### src/rtl/bram16_pkg.sv
// Shared constants for bram16 and its command-driven port master.
package bram16_pkg;
  localparam int BRAM_ADDR_W = 9;
  localparam int BRAM_DATA_W = 16;

  localparam logic [1:0] OP_READ  = 2'b00;
  localparam logic [1:0] OP_WRITE = 2'b01;
  localparam logic [1:0] OP_FILL  = 2'b10;
  localparam logic [1:0] OP_NOP   = 2'b11;

  localparam logic [2:0] S_IDLE     = 3'd0;
  localparam logic [2:0] S_WR       = 3'd1;
  localparam logic [2:0] S_RD_ISSUE = 3'd2;
  localparam logic [2:0] S_RD_CAP   = 3'd3;
  localparam logic [2:0] S_FILL     = 3'd4;
  localparam logic [2:0] S_DONE     = 3'd5;
endpackage

### src/rtl/bram16_master.sv
// Sequences one bram16 port for single read/write and range-fill commands,
// returning one completion pulse per command.
module bram16_master
  import bram16_pkg::*;
#(
  parameter int ADDR_W = BRAM_ADDR_W,
  parameter int DATA_W = BRAM_DATA_W
) (
  input  logic              clk,
  input  logic              rst,
  input  logic              cmd_valid,
  output logic              cmd_ready,
  input  logic [1:0]        cmd_op,
  input  logic [ADDR_W-1:0] cmd_addr,
  input  logic [ADDR_W:0]   cmd_len,
  input  logic [DATA_W-1:0] cmd_data,
  output logic              rsp_valid,
  output logic [DATA_W-1:0] rsp_data,
  output logic              busy,
  output logic              mem_en,
  output logic              mem_we,
  output logic [ADDR_W-1:0] mem_addr,
  output logic [DATA_W-1:0] mem_din,
  input  logic [DATA_W-1:0] mem_dout
);
  logic [2:0]        state_q, state_d;
  logic [ADDR_W:0]   rem_q, rem_d;
  logic              en_q, en_d, we_q, we_d;
  logic [ADDR_W-1:0] addr_q, addr_d;
  logic [DATA_W-1:0] din_q, din_d;
  logic              rsp_valid_q, rsp_valid_d;
  logic [DATA_W-1:0] rsp_data_q, rsp_data_d;

  always_comb begin
    state_d     = state_q;
    rem_d       = rem_q;
    en_d        = en_q;
    we_d        = we_q;
    addr_d      = addr_q;
    din_d       = din_q;
    rsp_valid_d = 1'b0;
    rsp_data_d  = rsp_data_q;
    case (state_q)
      S_IDLE: if (cmd_valid) begin
        case (cmd_op)
          OP_READ: begin
            state_d = S_RD_ISSUE;
            en_d    = 1'b1;
            we_d    = 1'b0;
            addr_d  = cmd_addr;
          end
          OP_WRITE: begin
            state_d = S_WR;
            en_d    = 1'b1;
            we_d    = 1'b1;
            addr_d  = cmd_addr;
            din_d   = cmd_data;
          end
          OP_FILL: begin
            addr_d = cmd_addr;
            din_d  = cmd_data;
            if (cmd_len == '0) begin
              state_d = S_DONE;
            end else begin
              state_d = S_FILL;
              en_d    = 1'b1;
              we_d    = 1'b1;
              rem_d   = cmd_len - (ADDR_W+1)'(1);
            end
          end
          default: state_d = S_DONE;
        endcase
      end
      S_RD_ISSUE: begin
        en_d    = 1'b0;
        state_d = S_RD_CAP;
      end
      S_RD_CAP: begin
        rsp_data_d  = mem_dout;
        rsp_valid_d = 1'b1;
        state_d     = S_IDLE;
      end
      S_WR: begin
        en_d        = 1'b0;
        we_d        = 1'b0;
        rsp_data_d  = '0;
        rsp_valid_d = 1'b1;
        state_d     = S_IDLE;
      end
      S_FILL: begin
        // rem counts writes still to issue after the current one
        if (rem_q == '0) begin
          en_d    = 1'b0;
          we_d    = 1'b0;
          state_d = S_DONE;
        end else begin
          addr_d = addr_q + ADDR_W'(1);
          rem_d  = rem_q - (ADDR_W+1)'(1);
        end
      end
      S_DONE: begin
        rsp_data_d  = '0;
        rsp_valid_d = 1'b1;
        state_d     = S_IDLE;
      end
      default: begin
        en_d    = 1'b0;
        we_d    = 1'b0;
        state_d = S_IDLE;
      end
    endcase
  end

  always_ff @(posedge clk or posedge rst) begin
    if (rst) begin
      state_q     <= S_IDLE;
      rem_q       <= '0;
      en_q        <= 1'b0;
      we_q        <= 1'b0;
      addr_q      <= '0;
      din_q       <= '0;
      rsp_valid_q <= 1'b0;
      rsp_data_q  <= '0;
    end else begin
      state_q     <= state_d;
      rem_q       <= rem_d;
      en_q        <= en_d;
      we_q        <= we_d;
      addr_q      <= addr_d;
      din_q       <= din_d;
      rsp_valid_q <= rsp_valid_d;
      rsp_data_q  <= rsp_data_d;
    end
  end

  assign cmd_ready = (state_q == S_IDLE) & ~rst;
  assign busy      = (state_q != S_IDLE);
  assign rsp_valid = rsp_valid_q;
  assign rsp_data  = rsp_data_q;
  assign mem_en    = en_q;
  assign mem_we    = we_q;
  assign mem_addr  = addr_q;
  assign mem_din   = din_q;
endmodule
### config.mk
export PLATFORM = sky130hd
export DESIGN_NAME = bram16_master
export DESIGN_NICKNAME = d
export VERILOG_FILES = /design/src/rtl/bram16_pkg.sv /design/src/rtl/bram16_master.sv
export SDC_FILE = /design/constraint.sdc
export NUM_CORES = 1
export LEC_CHECK = 0
export BUFFER_PORTS_ARGS = -buffer_cell sky130_fd_sc_hd__buf_4
export CORE_MARGIN = 1
export CORE_UTILIZATION = 29
export CTS_CLUSTER_SIZE = 10
export DETAILED_ROUTE_END_ITERATION = 6
export PLACE_DENSITY_LB_ADDON = 0.05
export SETUP_SLACK_MARGIN = 0.5
export SYNTH_ARGS = -nofsm -noshare
export SYNTH_HDL_FRONTEND = slang
export SYNTH_SLANG_ARGS = --single-unit
### constraint.sdc
create_clock -name clk -period 2.17 [get_ports clk]
set_input_delay 0.217 -clock clk [delete_from_list [all_inputs] [get_ports clk]]
set_output_delay 0.217 -clock clk [all_outputs]
set_load 0.02 [all_outputs]
==> results.toml, run 1 <==
[sta]
hold_viol = 0
fin_setup_tns_ns = 0
relSlewSlack_pct = 60.62
rsz0062_at_grt = "yes"
max_freq_mhz = 500.3
setup_viol = 0
skew_ns = 0.01003
worst_slew_pin_slew_ns = 0.5893
drv_slew = 0
fin_crit_sh_pct = 92.11
setup_ws_ns = 0.1711
period_minus_slack_ns = 1.999

[clock_tree]
clkSlewWorstSetupHoldPaths_ns = 0.08
cts_buffer_depth = 2
clockRootBuffer = "clkbuf_8"
cts-buffers-inserted = 9
cts_tree = "built"
htree_levels = 3
clock-sinks = 57
clk_latency_ns = 0.34

[critical_path]
critical_path_class = "reg -> reg"
path_cells = "or4_4 > or3_4 > o21ai_4 > mux2i_1 > a221o_1"
cp_slowest_stage_delay_ns = 0.57
slowest_stage = "or4_4"
worstPathArrival_ns = 2.22
endpoint_kind = "flip-flop"
crit_path_max_fanout = 4
crit_path_start_kind = "flip-flop"
required_ns = 2.39

[yosys]
syn-num-nets = 333
synth-main-ff-cell = "dfrtp_1"
yosys-top-cells-area = "dfrtp_1, a22o_1, mux2_2"
ys_seq_elements = 57
synth-edff-count = 0
ys_types = 48
synth_warnings = 0
netlist.area_leader.share_pct = 50.04
synth_common_cells = "dfrtp_1, o21ai_0, nand2_1"
ys_async_sr_fraction_pct = 100.0
syn_area_per_cell_um2 = 10.48
yosysMostFrequentCell = "dfrtp_1"
syn_area_mm2 = 0.002850
synth_seq_area_share_pct = 50.04
synth_top_cell_by_area = "dfrtp_1"
synthCells = 272

[placement]
place.gp.congestion = 0.7312
dpl.hpwl_um = 5234
placed_cell_area_mm2 = 0.003831
dp_slack_ns = -0.04723
portBuffers = 101

[run_status]
status = "complete, no violations"

[final_layout]
num-fill-cells = 937
final_nets = 462
seq_area_mm2 = 0.001426
antenna_cells = 0
drive_gt1_share_pct = 49.75
area_growth_pct = 54.21
fin_util_pct = 46.90
multi_input_area_mm2 = 0.001574
design_area_mm2 = 0.004395

[global_routing]
overflow = 0
grt_use_total_pct = 16.27
grt_pass1_vias = 2556
antenna_found_initial = 0
grt_max_degree = 50
grt_first_pass_wirelength_um = 12780

[pwr]
vdd_ir_drop_max_uv = 435.9
power_mw = 6.175
p_leak_nw = 1.984
p_per_area_mw_per_mm2 = 1405

[die]
row_count = 35
start_util_pct = 30.41
die_w_um = 101.1
io_pins = 102
core_area_mm2 = 0.009371
fp.dieH_um = 101.1
dieArea_mm2 = 0.01023

[detailed_routing]
first_pass_iters = 4
avgViaCountPerCell = 4.994
wirelength_um = 8426
drtAntennaViolNets = 0
wire_per_inst_um = 15.75
vias = 2672
drc = 0
first_iter_violations = 98

[run]
drv_cap = 0

[hold_path]
hold_class = "in -> reg"
==> worst paths after layout <==
path	start	end	slack, ns	depth (start not counted)
worst max-delay path	rem_q[0]	rem_q[8]	0.17	5
worst min-delay path	mem_dout[3]	rsp_data[3]	0.09	2
worst max register to register	rem_q[0]	rem_q[8]	0.17	5
worst min register to register	mem_din[11]	mem_din[11]	0.50	1
max in group asynchronous	rst	rem_q[1]	1.26	4
min in group asynchronous	rst	mem_din[6]	0.38	3
==> stage by stage <==
stage	hold WS, ns	cells
floorplan	0.3497	272
global placement	0.1615	498
detailed placement	0.1592	498
CTS	0.06553	525
global route	0.05896	535
finish	0.08564	535
==> report_power, final <==
part	switching (mW)	internal, mW	total, mW
clock network	0.476	0.411	0.886
registers	0.364	1.52	1.89
logic	1.79	1.61	3.40
total	2.63	3.54	6.18
==> cell usage in the layout (no fill, tap or decap), types with 3 or more instances in the layout <==
master,instances
o31ai_1,4
nand3_1,7
nand3_4,3
nand2_1,23
buf_4,118
o21ai_1,9
nor2_1,10
a22o_1,21
clkbuf_8,9
dfrtp_1,57
inv_1,6
or3_1,3
o21ai_0,12
nor2_4,3
or4_4,3
ha_1,5
clkinvlp_4,3
o21ai_2,4
o22ai_4,4
clkinv_2,3
nor3_1,5
a21oi_1,10
a21oi_2,4
buf_6,10
mux2i_1,3
o22ai_1,3
mux2_2,15
==> sequential cells by signal, indices dropped and copies added (netlist names) <==
signal / count
state_q: 3
mem_en: 1
rem_q: 10
rsp_valid: 1
mem_we: 1
mem_addr: 9
rsp_data: 16
mem_din: 16
==> logic make-up after synthesis <==
group                    count (synthesis)  share of synthesized area [%]
AO/OA/AOI/OAI                           86                          21.16
AND/OR/NAND/NOR                         78                          14.57
flip-flops                              57                          50.04
buffers and inverters                   23                          3.424
multiplexers                            19                          7.375
adder cells (fa/ha/maj)                  5                          2.195
XOR/XNOR                                 4                          1.229
==> worst max-delay path: cells and delay by family, from the launching register on <==
| family | cells | cell delay, ns |
|---|---|---|
| mux | 1 | 0.09 |
| simple gates | 2 | 0.96 |
| flops | 1 | 0.38 |
| compound gates | 2 | 0.46 |
==> final cells by class <==
class,count,share of cell area [%]
clock buffer,9,2.818
clock inverter,7,1.053
inverter,8,0.7970
multi-input combinational,195,35.81
sequential,57,32.45
tap,129,3.672
timing repair buffer,130,23.40
==> per-layer routing <==
| layer | wire [um] | track usage, % | share of wire, % |
|---|---|---|---|
| met1 | 3689 | 20.15 | 44 |
| met2 | 4221 | 26.79 | 50 |
| met3 | 411 | 5.452 | 4.9 |
| met4 | 103 | 5.128 | 1.2 |
| met5 | 0 | 0 | 0 |
==> repair_timing <==
| action | 4_1_cts | 5_1_grt |
|---|---|---|
| hold buffers | 1 | 0 |
| pin swaps | 8 | 17 |
| gates resized for setup | 19 | 33 |
| gates cloned | 1 | 2 |
| endpoints found under the setup margin | 39 | 49 |
| setup buffers | 9 | 8 |
| hold endpoints to repair | 8 | 0 |
Power figures use the tool's default switching activity.
==> run 2: changes to the inputs <==
- CORE_UTILIZATION: 29 -> 45
- GPL_TIMING_DRIVEN: unset -> 1
- PLACE_DENSITY_LB_ADDON: 0.05 -> 0.25
==> results.toml, run 2 (synthesis results as in run 1) <==
[final_layout]
antenna_cells = 0
final_common_cell = "buf_4"
area_growth_pct = 50.18
final_nets = 458
drive_gt1_share_pct = 48.51
layout_common_cells = "buf_4, dfrtp_1, nand2_1, a22o_1, mux2_2"

[global_routing]
grt_first_pass_wirelength_um = 12400
antenna_found_initial = 0
grt_max_degree = 37
overflow = 0
grt_pass1_vias = 2639
grt_use_total_pct = 25.10

[placement]
dpl.hpwl_um = 5306
place.gp.congestion = 0.8412
portBuffers = 101

[pwr]
p_leak_nw = 1.962
pwr-share-comb_pct = 53.6
clock_power_share_pct = 14.9
vdd_ir_drop_max_uv = 834.6
swShare_pct = 42.85
seqPwrFrac_pct = 31.5
intPower_mw = 3.498
p_per_area_mw_per_mm2 = 1430
p_sw_mw = 2.622

[sta]
setup_viol = 0
fin_crit_sh_pct = 93.68
fin_setup_tns_ns = 0
max_freq_mhz = 491.9
drv_slew = 0
rsz0062_at_grt = "yes"
skew_ns = 0.009439
worst_slew_pin_slew_ns = 0.5263
period_minus_slack_ns = 2.033
relSlewSlack_pct = 64.86
timing.hold.ws_ns = 0.08203
hold_viol = 0

[clock_tree]
clk_latency_ns = 0.35
cts-buffers-inserted = 9
clock-sinks = 57
clkSlewWorstSetupHoldPaths_ns = 0.07
cts_buffer_depth = 2
clockRootBuffer = "clkbuf_8"
htree_levels = 3
cts_tree = "built"

[detailed_routing]
avgViaCountPerCell = 5.776
vias = 2755
first_iter_violations = 168
drc = 0
wire_per_inst_um = 17.78
first_pass_iters = 4
wirelength_um = 8481
drtAntennaViolNets = 0

[critical_path]
crit_path_start_kind = "flip-flop"
crit-reg2reg-launch = "rem_q[1]"
crit_path_max_fanout = 4
critical_path_class = "reg -> reg"
critPathLaunch = "rem_q[1]"
worstPathArrival_ns = 2.26
endpoint_kind = "flip-flop"
required_ns = 2.40

[die]
core_area_mm2 = 0.006026
die_w_um = 81.59
row_count = 28
dieArea_mm2 = 0.006656
io_pins = 102
start_util_pct = 47.30
fp.dieH_um = 81.59

[run_status]
status = "complete, no violations"

[run]
drv_cap = 0

[hold_path]
hp-start = "mem_dout[8]"
hold_class = "in -> reg"
run 2: routing by layer:
metal  up-vias  global-route usage (%)  routed length (um)
li1       1280                       -                   -
met1      1357                   31.58                3476
met2       102                   40.42                4405
met3        16                   7.222                 454
met4         0                   10.35                 144
met5         -                       0                   0
run 2: metrics by stage:
step	worst slack, ns	power, mW	util (%)	instance area [um2]	cells
global placement	0.04684	4.562	62.33	3756	443
finish	0.1371	6.120	71.03	4280	477
detailed placement	0.01550	4.641	62.33	3756	443
floorplan	0.2068	3.602	-	2883	272
CTS	0.1862	5.831	68.69	4139	470
global route	0.08652	6.502	71.03	4280	477
run 2: final timing paths:
check	end	slack, ns	depth (start not counted)
max	rem_q[8]	0.14	5
min	rsp_data[8]	0.08	2
max reg2reg	rem_q[8]	0.14	5
min reg2reg	mem_din[8]	0.51	1
max in group asynchronous	state_q[2]	1.11	4
min in group asynchronous	rem_q[9]	0.47	3
run 2: critical path: stages, from the launching register on:
cell and delay [ns]:
dfrtp_1 0.41, or4_4 0.58, or3_4 0.38, o21ai_4 0.16, mux2i_1 0.09, a221o_1 0.30
run 2: power groups by stage:
stage	combinational [mW]	clock [mW]	sequential [mW]
4_1_cts	3.01	0.920	1.90
5_1_grt	3.54	0.980	1.98
3_5_place_dp	2.73	0	1.91
3_3_place_gp	2.68	0	1.88
6_report	3.28	0.909	1.93
2_1_floorplan	1.36	0	2.24
run 2: layout make-up:
type | count | area [um2]
Sequential cell | 57 | 1428
Tap cell | 75 | 93.84
Inverter | 8 | 30.03
Timing Repair Buffer | 126 | 999.7
Fill cell | 435 | 1745
Clock buffer | 10 | 137.6
Clock inverter | 6 | 42.54
Multi-Input combinational cell | 195 | 1549
run 2: timing repair:
action / 4_1_cts / 5_1_grt
buffers inserted: 8 / 6
resized for setup: 20 / 22
endpoints found under the hold margin: 21 / 0
hold buffers: 1 / 0
setup endpoints to repair: 40 / 55
cloned: 2 / 1
pin swaps: 5 / 8
